[config.mk]
export PLATFORM = sky130hd
export DESIGN_NAME = rf_write_arbiter
export DESIGN_NICKNAME = d
export VERILOG_FILES = /design/src/rtl/rf_write_arbiter.sv
export SDC_FILE = /design/constraint.sdc
export NUM_CORES = 1
export LEC_CHECK = 0
export ABC_AREA = 1
export BUFFER_PORTS_ARGS = -buffer_cell sky130_fd_sc_hd__buf_4
export CORE_MARGIN = 1
export CORE_UTILIZATION = 49
export DETAILED_ROUTE_END_ITERATION = 16
export PLACE_DENSITY = 0.95
export SETUP_SLACK_MARGIN = 0.15
export SLEW_MARGIN = 10
export SYNTH_ARGS = -nofsm -noshare
export SYNTH_HDL_FRONTEND = slang
export SYNTH_SLANG_ARGS = --single-unit
[constraint.sdc]
create_clock -name clk -period 2.3 [get_ports clk]
set_input_delay 0.115 -clock clk [delete_from_list [all_inputs] [get_ports clk]]
set_output_delay 0.115 -clock clk [all_outputs]
set_load 0.05 [all_outputs]
[src/rtl/rf_write_arbiter.sv]
// Single-write-port arbiter for the register file: writeback (port 0) has priority and an age counter bounds how long the load/mul return port (port 1) waits.
// Optional feature: define RF_WRITE_BYPASS_EN to add read-address compare ports and a bypass data output.
module rf_write_arbiter #(
    parameter int DATA_W   = 64,
    parameter int ADDR_W   = 5,
    parameter int MAX_WAIT = 4,
    parameter int ZERO_REG = 31
) (
    input  logic              clk,
    input  logic              reset,
    input  logic              stall,
    input  logic              req0_valid,
    input  logic [ADDR_W-1:0] req0_addr,
    input  logic [DATA_W-1:0] req0_data,
    output logic              req0_ready,
    input  logic              req1_valid,
    input  logic [ADDR_W-1:0] req1_addr,
    input  logic [DATA_W-1:0] req1_data,
    output logic              req1_ready,
`ifdef RF_WRITE_BYPASS_EN
    input  logic [ADDR_W-1:0] rd_addr_a,
    input  logic [ADDR_W-1:0] rd_addr_b,
    output logic              byp_hit_a,
    output logic              byp_hit_b,
    output logic [DATA_W-1:0] byp_data,
`endif
    output logic              wr_en,
    output logic [ADDR_W-1:0] wr_addr,
    output logic [DATA_W-1:0] wr_data,
    output logic [3:0]        wait_cnt
);

    localparam logic [3:0]        MAX_WAIT_C = 4'(MAX_WAIT);
    localparam logic [ADDR_W-1:0] ZERO_ADDR  = ADDR_W'(ZERO_REG);

    logic              force1;
    logic              xfer0;
    logic              xfer1;
    logic [3:0]        wait_q;
    logic [3:0]        wait_d;
    logic              wr_en_q;
    logic              wr_en_d;
    logic [ADDR_W-1:0] wr_addr_q;
    logic [ADDR_W-1:0] wr_addr_d;
    logic [DATA_W-1:0] wr_data_q;
    logic [DATA_W-1:0] wr_data_d;

    // Port 1 overrides port 0 only once it has aged out while still requesting.
    assign force1     = (wait_q == MAX_WAIT_C);
    assign req0_ready = ~stall & ~(force1 & req1_valid);
    assign req1_ready = ~stall & (~req0_valid | force1);
    assign xfer0      = req0_valid & req0_ready;
    assign xfer1      = req1_valid & req1_ready;

    always_comb begin
        wait_d    = 4'd0;
        wr_en_d   = 1'b0;
        wr_addr_d = wr_addr_q;
        wr_data_d = wr_data_q;

        if (xfer0) begin
            wr_en_d   = (req0_addr != ZERO_ADDR);
            wr_addr_d = req0_addr;
            wr_data_d = req0_data;
        end else if (xfer1) begin
            wr_en_d   = (req1_addr != ZERO_ADDR);
            wr_addr_d = req1_addr;
            wr_data_d = req1_data;
        end

        // Age keeps climbing through stalls so a stalled port 1 wins first on release.
        if (xfer1) begin
            wait_d = 4'd0;
        end else if (req1_valid) begin
            wait_d = force1 ? wait_q : wait_q + 4'd1;
        end
    end

    always_ff @(posedge clk) begin
        if (reset) begin
            wait_q    <= 4'd0;
            wr_en_q   <= 1'b0;
            wr_addr_q <= '0;
            wr_data_q <= '0;
        end else begin
            wait_q    <= wait_d;
            wr_en_q   <= wr_en_d;
            wr_addr_q <= wr_addr_d;
            wr_data_q <= wr_data_d;
        end
    end

    assign wr_en    = wr_en_q;
    assign wr_addr  = wr_addr_q;
    assign wr_data  = wr_data_q;
    assign wait_cnt = wait_q;

`ifdef RF_WRITE_BYPASS_EN
    // wr_en is never set for the zero register, so it can never produce a hit.
    assign byp_hit_a = wr_en_q & (wr_addr_q == rd_addr_a);
    assign byp_hit_b = wr_en_q & (wr_addr_q == rd_addr_b);
    assign byp_data  = wr_data_q;
`endif

endmodule

# Word-level counts from Yosys, hierarchy flattened
# Cells that the tools add are included.
# classes
eq_ne	3
add_sub_neg	1
n_reduce_logical	2
mux	6
n_bitwise	10
# ops
operator	count
64-bit 2-to-1 mux	2
5-bit 2-to-1 mux	2
5-bit != test (second input constant)	2
1-bit bitwise AND	5
4-bit by 1-bit adder with 4-bit output (second input constant)	1
4-bit by 3-bit equality test with 1-bit output (second input constant)	1
1-bit inverter	4
3-bit OR reduction	1
1-bit 2-to-1 mux	2
2-bit nonzero test	1
1-bit OR	1
# totals
word_cells	26
out_inout_bits	76
in_bits	143
reg_bits	74

# Logic depth before layout (Yosys ltp)
# depth
word_depth	6
ltp_mapped	9
ltp_nobuf	8

# Least setup slack after synthesis
# No wires, ideal clock.
# synth_timing
path_kind	register -> register
startpoint	register wait_q[0], in the netlist wait_cnt[0]
endpoint	register wait_q[2], in the netlist wait_cnt[2]
n_path_buf	0
slack_ns	0.030
path_stages_with_launch	7
required_ns	2.183
setup_time_ns	0.117
arrival_time_ns	2.153
period_less_slack_ns	2.270
cell_sequence	dfxtp_1 -> inv_1 -> ha_1 -> nand3_1 -> a21oi_1 -> nand3b_1 -> nor2_1
# synth_between
elab_chain_cells	5
word_cells_on_any_way	6
classes_between	add/sub (1); eq/ne (1); bitwise (3); reduce/logical (1)
# synth_rtl
element	line_no	rtl
start, declared	39	logic [3:0] wait_q;
start signal, assigned	86	wait_q <= wait_d;
4-bit by 3-bit equality test with 1-bit output	49	assign force1 = (wait_q == MAX_WAIT_C);
1-bit OR	51	assign req1_ready = ~stall & (~req0_valid | force1);
1-bit bitwise AND	51	
via req1_ready	19	output logic req1_ready,
1-bit bitwise AND	53	assign xfer1 = req1_valid & req1_ready;
3-bit OR reduction (no line)	-	
# The timed path passes the listed nets, and every way through them passes these cells.
# A chain may end at the register's enable or synchronous reset.

# Final worst setup path
# layout_timing
startpoint	register wait_q[0], in the netlist wait_cnt[0]
endpoint	output port req0_ready
# layout_between
elab_chain_cells	4
# layout_rtl
element	line_no	rtl
4-bit by 3-bit equality test with 1-bit output	49	
1-bit bitwise AND	50	assign req0_ready = ~stall & ~(force1 & req1_valid);
1-bit inverter	50	
1-bit bitwise AND	50	
end, declared	15	output logic req0_ready,
# Every way passes these cells.

==> impl_metrics.env <==
export IMPL_run_status="finished clean"
export IMPL_syn_num_nets=792
export IMPL_drtIter0Drc=256
export IMPL_dp_hpwl_mm=9.05
export IMPL_finalSetupViolations=0
export IMPL_drive_gt1_share_pct=30.0
export IMPL_rsz0062_at_grt="false"
export IMPL_path_buf_inv=4
export IMPL_critPathRequiredTime_ns=2.18
export IMPL_fillCellCount=605
export IMPL_fin_skew_ns=0.0139
export IMPL_power_density_nw_per_um2=626
export IMPL_io_pins=219
export IMPL_regArea_um2=1480
export IMPL_cts_buffers=9
export IMPL_wire_per_inst_um=13.2
export IMPL_clock_root_buffer="clkbuf_8"
export IMPL_grt_pass1_vias=4486
export IMPL_layout_commonest_cell="buf_4"
export IMPL_routed_wl_mm=12.4
export IMPL_critical_path_top_delay_family="buffers and inverters"
export IMPL_ctsResizeCount=0
export IMPL_syn_avg_cell_area_um2=6.23
export IMPL_finalHoldViolCount=0
export IMPL_layout_common_cells="buf_4, nor2_1, nand2_1"
export IMPL_pwr_share_seq_pct=38.9
export IMPL_clock_path_buffers=2
export IMPL_grt_ovfl_total=0
export IMPL_cts_htree_levels=3
export IMPL_path_max_fanout=36
export IMPL_place_congestion=0.873
export IMPL_r2r_start="wait_cnt[0]"
export IMPL_grt_max_degree=53
export IMPL_fin_crit_sh_pct=87.9
export IMPL_cts_tree="done"
export IMPL_fin_hold_ws_ns=0.0624
export IMPL_p_sw_uw=1250
export IMPL_rows=32
export IMPL_syn2layout_area_growth_pct=46.1
export IMPL_syn_area_um2=4030
export IMPL_multi_input_area_um2=2000
export IMPL_die_x_um=92.7
export IMPL_vias_per_cell=5.23
export IMPL_power_leakage_uw=0.00333
export IMPL_cap_violations=0
export IMPL_insertedDiodeCount=0
export IMPL_vdd_ir_drop_max_mv=0.381
export IMPL_path_cells="inv_1 > ha_1 > nand4_4 > buf_4 > nand2_1 > inv_1 > buf_4"
export IMPL_drc=0
export IMPL_via_count=4932
export IMPL_slew_headroom_pct=63.5
export IMPL_holdBufCountCts=0
export IMPL_ant_nets=0
export IMPL_clkSlewWorstSetupHoldPaths_ns=0.09
export IMPL_synth_cell_types=20
export IMPL_seq_area_frac_synth_pct=36.8
export IMPL_synth_warnings=0
export IMPL_hold_path_class="input pin to register"
export IMPL_critPathLaunchType="register"
export IMPL_start_util_pct=51.3
export IMPL_syn_instance_count=647
export IMPL_synth_seq_cells=74
export IMPL_worstMarginPinSlew_ns=0.547
export IMPL_final_nets=981
export IMPL_p_comb_share_pct=31.2
export IMPL_port_buffers=218
export IMPL_core_um2=7850
export IMPL_switching_share_pct=34.0
export IMPL_p_int_uw=2430
export IMPL_critPathLaunch="wait_cnt[0]"
export IMPL_finalCriticalPeriod_ns=2.02
export IMPL_drv_slew=0
export IMPL_dieArea_um2=8590
export IMPL_cp_slowest_cell="dfxtp_1"
export IMPL_clk_latency_ns=0.34
export IMPL_cp_arrival_ns=1.91
export IMPL_max_stage_delay_ns=0.42
export IMPL_firstDrtPassIters=5
export IMPL_antenna_found_initial=0
export IMPL_clkPwrFrac_pct=29.8
export IMPL_grt_pass1_wl_mm=19.9
export IMPL_hold_start="req1_data[15]"
export IMPL_grt_total_usage_pct=28.7
export IMPL_worst_setup_path_type="register to output pin"
export IMPL_cts_sinks=74
export IMPL_max_freq_ghz=0.495
export IMPL_cts_setup_buffers=0
export IMPL_die_y_um=92.7
export IMPL_finalSetupTns_ns=0
export IMPL_cp_end_kind="output pin"
[registers in the layout, indices dropped and copies added, names as in the netlist]
signal / count
wr_en: 1
wait_cnt: 4
wr_addr: 5
wr_data: 64
[cells in the mapped netlist]
| cell type | count | area [µm²] |
|---|---|---|
| xor2_1 | 3 | 26.3 |
| dfxtp_1 | 74 | 1480 |
| buf_1 | 6 | 22.5 |
| nand3b_1 | 1 | 7.51 |
| nand4_1 | 71 | 444 |
| nor2_1 | 145 | 544 |
| a21oi_1 | 1 | 5.00 |
| nand3_1 | 72 | 360 |
| buf_4 | 11 | 82.6 |
| o21ai_2 | 1 | 8.76 |
| inv_1 | 77 | 289 |
| o21ai_0 | 1 | 5.00 |
| inv_2 | 2 | 7.51 |
| nand4_4 | 1 | 21.3 |
| clkbuf_1 | 22 | 82.6 |
| ha_1 | 2 | 25.0 |
| nand3_2 | 1 | 10.0 |
| a31oi_1 | 1 | 6.26 |
| nand2_1 | 142 | 533 |
| buf_2 | 13 | 65.1 |
[worst min-delay path: cells and delay by family]
family,cells,cell delay [ns]
AND/OR/NAND/NOR,3,0.14
buffers and inverters,2,0.12
[final cells by class]
cell class	instances	share of cell area, %
Inverter	79	5.08
Tap cell	102	2.17
Sequential cell	74	25.2
Clock inverter	3	0.765
Timing Repair Buffer	230	29.8
Clock buffer	13	3.04
Multi-Input combinational cell	442	34.0
[cell families (layout without fill, tap and decap cells)]
| logic type | after synthesis | after routing | share of synthesized area, % |
|---|---|---|---|
| simple gates | 433 | 433 | 47.7 |
| buf+inv | 131 | 325 | 13.6 |
| flops | 74 | 74 | 36.8 |
| compound gates | 4 | 4 | 0.621 |
| xor+xnor | 3 | 3 | 0.652 |
| fa+ha+maj | 2 | 2 | 0.621 |
[stage by stage]
step	area, µm²	power (µW)	cells	util (%)	worst slack, ns
5_1_grt	5880	3860	943	75.0	0.155
4_1_cts	5880	3700	943	75.0	0.278
6_report	5880	3680	943	75.0	0.279
3_5_place_dp	5660	2610	927	72.1	0.664
3_3_place_gp	5660	2580	927	72.1	0.726
2_1_floorplan	4030	2180	647	-	0.306
[metal layers]
| layer | global-route usage [%] | up-vias | routed length, µm | part of all wire [%] |
|---|---|---|---|---|
| li1 | - | 2423 | - | - |
| met1 | 32.2 | 2220 | 4660 | 38 |
| met2 | 52.2 | 243 | 6370 | 51 |
| met3 | 5.09 | 46 | 915 | 7.4 |
| met4 | 13.7 | 0 | 469 | 3.8 |
| met5 | 0 | - | 0 | 0 |
[power groups by stage]
stage	clock network (µW)	registers [µW]	logic, µW
after global placement	0	1460	1120
final	1100	1430	1150
after CTS	1110	1430	1150
after floorplan	0	1800	380
after detailed placement	0	1460	1150
after global routing	1170	1450	1240
[worst paths after layout]
| check | endpoint | slack (ns) | depth (start not counted) |
|---|---|---|---|
| min | wr_data[15] | 0.06 | 5 |
| min reg2reg | wr_data[46] | 0.57 | 4 |
| max reg2reg | wr_en | 0.63 | 7 |
| max | req0_ready | 0.28 | 7 |
(Power assumes the default switching activity.)
